File: src/rtl/rob_commit.sv
// rob_commit: reorder buffer that allocates tags, collects CDB results and retires in order
module rob_commit #(
  parameter int ROB_BIT  = 4,
  parameter int ROB_SIZE = 1 << ROB_BIT
) (
  input  logic               clk,
  input  logic               rst,
  input  logic               i_rdy,
  input  logic               i_iss_ena,
  input  logic               i_iss_has_rd,
  input  logic [4:0]         i_iss_rd,
  input  logic               i_iss_is_br,
  input  logic               i_iss_pred,
  input  logic [31:0]        i_iss_alt_pc,
  output logic [ROB_BIT-1:0] o_alloc_idx,
  output logic               o_rob_full,
  input  logic               i_cdb_ena,
  input  logic [ROB_BIT-1:0] i_cdb_idx,
  input  logic [31:0]        i_cdb_val,
  input  logic               i_cdb_taken,
  input  logic [ROB_BIT-1:0] i_qry_idx1,
  input  logic [ROB_BIT-1:0] i_qry_idx2,
  output logic               o_qry_rdy1,
  output logic               o_qry_rdy2,
  output logic [31:0]        o_qry_val1,
  output logic [31:0]        o_qry_val2,
  output logic               o_rob_wr_ena,
  output logic [4:0]         o_rob_wr_rd,
  output logic [31:0]        o_rob_wr_val,
  output logic [ROB_BIT-1:0] o_rob_wr_idx,
  output logic               o_rob_rb,
  output logic [31:0]        o_rob_rb_pc
);
  localparam logic [ROB_BIT-1:0] LAST = ROB_BIT'(ROB_SIZE - 1);
  localparam logic [ROB_BIT-1:0] ONE  = ROB_BIT'(1);
  // tag 0 means "no producer", so the ring skips it
  function automatic logic [ROB_BIT-1:0] f_next(input logic [ROB_BIT-1:0] i);
    return (i == LAST) ? ONE : i + ONE;
  endfunction
  logic [ROB_BIT-1:0]  r_head, r_tail, r_count;
  logic [ROB_SIZE-1:0] r_valid, r_ready, r_has_rd, r_is_br, r_pred, r_taken;
  logic [4:0]          r_rd     [ROB_SIZE];
  logic [31:0]         r_val    [ROB_SIZE];
  logic [31:0]         r_alt_pc [ROB_SIZE];
  logic                r_wr_ena, r_rb;
  logic [4:0]          r_wr_rd;
  logic [31:0]         r_wr_val, r_rb_pc;
  logic [ROB_BIT-1:0]  r_wr_idx;
  logic                w_commit, w_mis, w_alloc, w_wb, w_fwd1, w_fwd2;
  logic [ROB_SIZE-1:0] w_valid_nxt, w_ready_nxt;
  assign w_commit = (r_count != '0) && r_valid[r_head] && r_ready[r_head];
  assign w_mis    = w_commit && r_is_br[r_head] && (r_taken[r_head] != r_pred[r_head]);
  assign w_alloc  = i_iss_ena && !o_rob_full;
  assign w_wb     = i_cdb_ena && r_valid[i_cdb_idx];
  assign w_fwd1   = i_cdb_ena && (i_cdb_idx == i_qry_idx1);
  assign w_fwd2   = i_cdb_ena && (i_cdb_idx == i_qry_idx2);
  assign o_alloc_idx  = r_tail;
  assign o_rob_full   = (r_count == LAST);
  assign o_qry_rdy1   = (i_qry_idx1 == '0) || w_fwd1 || (r_valid[i_qry_idx1] && r_ready[i_qry_idx1]);
  assign o_qry_rdy2   = (i_qry_idx2 == '0) || w_fwd2 || (r_valid[i_qry_idx2] && r_ready[i_qry_idx2]);
  assign o_qry_val1   = (i_qry_idx1 == '0) ? '0 : w_fwd1 ? i_cdb_val : r_val[i_qry_idx1];
  assign o_qry_val2   = (i_qry_idx2 == '0) ? '0 : w_fwd2 ? i_cdb_val : r_val[i_qry_idx2];
  assign o_rob_wr_ena = r_wr_ena;
  assign o_rob_wr_rd  = r_wr_rd;
  assign o_rob_wr_val = r_wr_val;
  assign o_rob_wr_idx = r_wr_idx;
  assign o_rob_rb     = r_rb;
  assign o_rob_rb_pc  = r_rb_pc;
  // next valid/ready bits: retire head, claim tail, mark written-back entries ready
  always_comb begin
    w_valid_nxt = r_valid;
    w_ready_nxt = r_ready;
    if (w_commit) w_valid_nxt[r_head] = 1'b0;
    if (w_alloc) w_valid_nxt[r_tail] = 1'b1;
    if (w_alloc) w_ready_nxt[r_tail] = 1'b0;
    if (w_wb) w_ready_nxt[i_cdb_idx] = 1'b1;
  end
  // queue pointers and status bits; a mispredict at commit empties the whole buffer
  always_ff @(posedge clk or posedge rst) begin
    if (rst) begin
      r_head  <= ONE;
      r_tail  <= ONE;
      r_count <= '0;
      r_valid <= '0;
      r_ready <= '0;
    end else if (i_rdy) begin
      r_head  <= w_mis ? ONE : w_commit ? f_next(r_head) : r_head;
      r_tail  <= w_mis ? ONE : w_alloc ? f_next(r_tail) : r_tail;
      r_count <= w_mis ? '0 : r_count + ROB_BIT'(w_alloc) - ROB_BIT'(w_commit);
      r_valid <= w_mis ? '0 : w_valid_nxt;
      r_ready <= w_mis ? '0 : w_ready_nxt;
    end
  end
  // entry payload; only meaningful while the entry is valid, so it needs no reset
  always_ff @(posedge clk) begin
    if (i_rdy && !w_mis && w_alloc) begin
      r_has_rd[r_tail] <= i_iss_has_rd;
      r_rd[r_tail]     <= i_iss_rd;
      r_is_br[r_tail]  <= i_iss_is_br;
      r_pred[r_tail]   <= i_iss_pred;
      r_alt_pc[r_tail] <= i_iss_alt_pc;
    end
    if (i_rdy && !w_mis && w_wb) begin
      r_val[i_cdb_idx]   <= i_cdb_val;
      r_taken[i_cdb_idx] <= i_cdb_taken;
    end
  end
  // registered commit port and rollback pulse
  always_ff @(posedge clk or posedge rst) begin
    if (rst) begin
      r_wr_ena <= 1'b0;
      r_wr_rd  <= '0;
      r_wr_val <= '0;
      r_wr_idx <= '0;
      r_rb     <= 1'b0;
      r_rb_pc  <= '0;
    end else if (i_rdy) begin
      r_wr_ena <= w_commit && r_has_rd[r_head] && (r_rd[r_head] != '0);
      r_wr_rd  <= w_commit ? r_rd[r_head] : r_wr_rd;
      r_wr_val <= w_commit ? r_val[r_head] : r_wr_val;
      r_wr_idx <= w_commit ? r_head : r_wr_idx;
      r_rb     <= w_mis;
      r_rb_pc  <= w_mis ? r_alt_pc[r_head] : r_rb_pc;
    end
  end
endmodule

File: config.mk
export PLATFORM = sky130hd
export DESIGN_NAME = rob_commit
export DESIGN_NICKNAME = d
export VERILOG_FILES = /design/src/rtl/rob_commit.sv
export SDC_FILE = /design/constraint.sdc
export NUM_CORES = 2
export LEC_CHECK = 0
export CAP_MARGIN = 10
export CORE_ASPECT_RATIO = 0.7
export CORE_MARGIN = 2
export CORE_UTILIZATION = 50
export CTS_BUF_LIST = sky130_fd_sc_hd__clkbuf_8
export CTS_CLUSTER_DIAMETER = 80
export DETAILED_ROUTE_END_ITERATION = 12
export PLACE_DENSITY = 0.76
export SYNTH_ARGS = -nofsm -noshare
export SYNTH_HDL_FRONTEND = slang
export SYNTH_SLANG_ARGS = --single-unit
File: constraint.sdc
create_clock -name clk -period 6.1 [get_ports clk]
set_input_delay 0.61 -clock clk [delete_from_list [all_inputs] [get_ports clk]]
set_output_delay 0.61 -clock clk [all_outputs]
set_load 0.02 [all_outputs]
==> results.md <==
- FP Rows: 104
- TNS Setup: 0 ns
- Total gr overflow: 0
- WP buf/inv: 3
- Via density: 6.758
- Initial Utilization: 0.5059
- Synthesized area: 0.05839 sq mm
- Ys async rst share: 0.09246
- CTS Sinks: 1,287
- Worst-Margin Slew: 1.207 ns
- Net Count, Synth: 2,912
- Leakage power: 21.48 nW
- Die X: 412.5 microns
- Clock transition at path regs: 0.06 ns
- Reg area: 0.03807 sq mm
- Clk Latency, worst-skew pair: 0.92 ns
- Clock Path Buffers: 3
- Gate Count Post-Synth: 2,807
- F_max: 205.9 MHz
- Combinational share of power: 0.279
- Element type at the critical path start: register
- Avg Inst Size Synth: 20.80 sq um
- Die area: 0.1196 sq mm
- Hold_buf cts: 0
- Post-route setup slack: 1.243 ns
- CTS tree: done
- Via count: 32,484
- Die Span Y: 289.9 microns
- Global Route Usage Sum: 0.2592
- Worst Path Arrival: 5.39 ns
- Synth Flop Type: edfxtp_1
- Share of layout cells above drive strength 1: 0.3566
- PD cells: 376.0 mW/mm^2
- FILL cells: 8,044
- HP Class: in2async
- Pins Over Slew Limit: 0
- Clk_skew: 0.04363 ns
- Place WS: 1.348 ns
- EDFF count, synth: 1,168
- Status: finished clean
- Largest net degree at the start of global routing: 90
- Crit path max-delay family: buffers and inverters
- Max stage delay on crit path: 1.05 ns
- Flop and latch count out of synthesis: 1,287
- IO Port Bufs: 235
- Sequential element share of the synthesized area: 0.6517
- Wirelength, routed: 154.1 mm
- Clk root buf: clkbuf_8
- Post-DRT Antenna Nets: 0
- Hold Vio Cnt, Final: 0
- Seq pwr share: 0.435
- WP data required: 6.63 ns
- Maximum VDD drop: 0.0002428 V
- Tcrit/Tclk final: 0.7962
- Layout Area Growth over Synthesis: 13.94%
- DRT Pass-1 Iters: 5
- Worst r2r dst: r_val[5][16]
- DRT iter0 DRCs: 4,507
- Setup crit end kind: register
- Max Cap Violations: 0
- CP cell instances: buf_4, mux4_2, mux2i_1, mux2i_1, and4b_1, and3_2, buf_12, nor3_2, buf_4
- Area of the multi-input gates: 0.01954 sq mm
- Setup bufs post-CTS: 0
- Core box area: 0.1154 sq mm
- Worst R2R Setup Slack: 1.24 ns
- Post-cts sizing count: 0
- Setup violators final: 0
- Wire per inst: 32.05 microns
- Drt drc: 0
- Antenna violations before repair: 6
- Clock power frac: 0.286
- H-tree Lvls: 4
- Cell Int Power: 0.01748 W
- DPL Wire Length: 88.54 mm
- Syn. warnings: 0
- Slew margin rel.: 0.1952
- Minimum clock period after layout: 4.857 ns
- Vias in the first global route: 33,524
- Switching part of the total power: 0.3013
- Sw Pwr: 0.007537 W
- Routability cong.: 0.8600
- Critical path type: reg2reg
- RSZ-0062 raised after global routing: no
- Reg2Reg Launch Point: r_head[3]
- Final nets: 3,204
- Worst-case reg-to-reg path depth: 9
- Num ports: 236
- Unique masters post-synth: 51
- Critical path's slowest cell: dfrtp_4
- CTS buffer count: 194
- Critical Path Fanout Max: 47
- First-pass GRT wire length: 225.8 mm
## per-stage QoR
step	hold WS (ns)	cells	instance area, sq um	power [W]	util
floorplan	0.4963	2807	58400	0.01566	-
global placement	0.4709	4439	62580	0.01786	0.5422
detailed placement	0.4921	4439	62580	0.01803	0.5422
CTS	0.3434	4803	66510	0.02514	0.5763
global route	0.4314	4807	66540	0.02594	0.5765
finish	0.3561	4807	66540	0.02501	0.5765
## cell type report
| type | instances | area share |
|---|---|---|
| diodes | 3 | 0.0001128 |
| clock buffers | 217 | 0.04489 |
| clock inverters | 147 | 0.01427 |
| inverters | 13 | 0.0008086 |
| multi-input cells | 1285 | 0.2936 |
| flip-flops and latches | 1287 | 0.5722 |
| well taps | 1537 | 0.02890 |
| repair buffers | 318 | 0.04524 |
## worst max-delay path by stage
| stage | depth (start not counted) | from | to | slack [ns] |
|---|---|---|---|---|
| 2_1_floorplan | 8 | r_head[0] | r_alt_pc[2][0] | 0.41 |
| 3_3_place_gp | 8 | r_head[3] | r_alt_pc[6][6] | 1.53 |
| 6_report | 9 | r_head[3] | r_val[5][16] | 1.24 |
| 3_5_place_dp | 9 | r_head[3] | r_val[5][15] | 1.35 |
| 5_1_grt | 9 | r_head[3] | r_val[9][14] | 1.19 |
| 4_1_cts | 9 | r_head[3] | r_val[12][16] | 1.36 |
## power by group through the flow
stage | clock network (W) | registers [W] | logic, W
final | 0.00716 | 0.0109 | 0.00697
after floorplan | 0 | 0.0110 | 0.00469
after detailed placement | 0 | 0.0111 | 0.00696
after CTS | 0.00726 | 0.0109 | 0.00699
after global placement | 0 | 0.0110 | 0.00684
after global routing | 0.00763 | 0.0110 | 0.00734
## Yosys cell counts, types with 2 or more instances
library cell,n,area [sq um]
nor2_1,11,41.29
nor4_1,4,25.02
and3_1,9,56.30
nor3_1,29,145.1
mux2_2,43,484.2
mux2i_1,11,110.1
dfrtp_1,117,2928
nor3b_1,2,15.01
buf_1,33,123.9
nand2_1,209,784.5
nand3_1,24,120.1
nand4_1,3,18.77
xor2_1,10,87.58
a22o_1,2,17.52
or3_1,3,18.77
o31ai_1,2,15.01
inv_1,13,48.80
edfxtp_1,1168,35070
o32ai_1,26,227.7
dfstp_2,2,52.55
mux4_2,692,15580
buf_4,4,30.03
o22ai_1,9,56.30
buf_2,45,225.2
a22oi_1,13,97.59
o21ai_0,38,190.2
mux2_4,27,405.4
or3b_2,2,17.52
xnor2_1,2,17.52
ha_1,14,175.2
clkbuf_1,131,491.7
o211ai_1,6,45.04
and2_1,2,12.51
buf_6,9,101.4
nor2b_1,5,31.28
a21o_1,2,15.01
a21oi_1,71,355.3
## routing by layer
layer / routed length [microns] / track usage / part of all wire / vias to the layer above
met5: 13 / 0 / 0.000084 / -
met4: 4245 / 0.08439 / 0.028 / 2
met3: 17320 / 0.06512 / 0.11 / 313
met2: 73000 / 0.3925 / 0.47 / 2318
met1: 59500 / 0.3733 / 0.39 / 17143
li1: - / - / - / 12708
## state kept, by name, summed over array words and instances, names as in the netlist
signal        cells
o_alloc_idx       4
o_rob_rb          1
o_rob_rb_pc      32
o_rob_wr_ena      1
o_rob_wr_idx      4
o_rob_wr_rd       5
o_rob_wr_val     32
r_alt_pc        512
r_count           4
r_has_rd         16
r_head            4
r_is_br          16
r_pred           16
r_rd             80
r_ready          16
r_taken          16
r_val           512
r_valid          16
## kinds of logic (layout without fill, tap and decap cells)
kind of cell               count (synthesis)  count (layout)  synth area share
DFF                                     1287            1287            0.6517
xor gates and xnor gates                  12              12          0.001800
AOI/OAI and AO/OA                        176             176           0.01879
other                                      0               3                 0
adders and majority gates                 15              15          0.003343
and+or+nand+nor                          308             308           0.02269
muxes                                    774             774            0.2842
buffers and inverters                    235             695           0.01748
## layout by cell type, fill, tap and decap left out, types with 14 or more instances in the layout
cell / count
clkbuf_8: 219
nor3_2: 25
o21ai_0: 38
ha_1: 14
clkdlybuf4s50_1: 227
clkinv_2: 18
o32ai_1: 26
mux2_4: 27
nand3_1: 22
a21oi_1: 71
buf_4: 79
nand2_1: 209
dfrtp_1: 114
inv_1: 77
mux2_2: 43
edfxtp_1: 1168
mux4_2: 692
clkinv_1: 39
No activity file was read; power rests on OpenSTA's default activity.
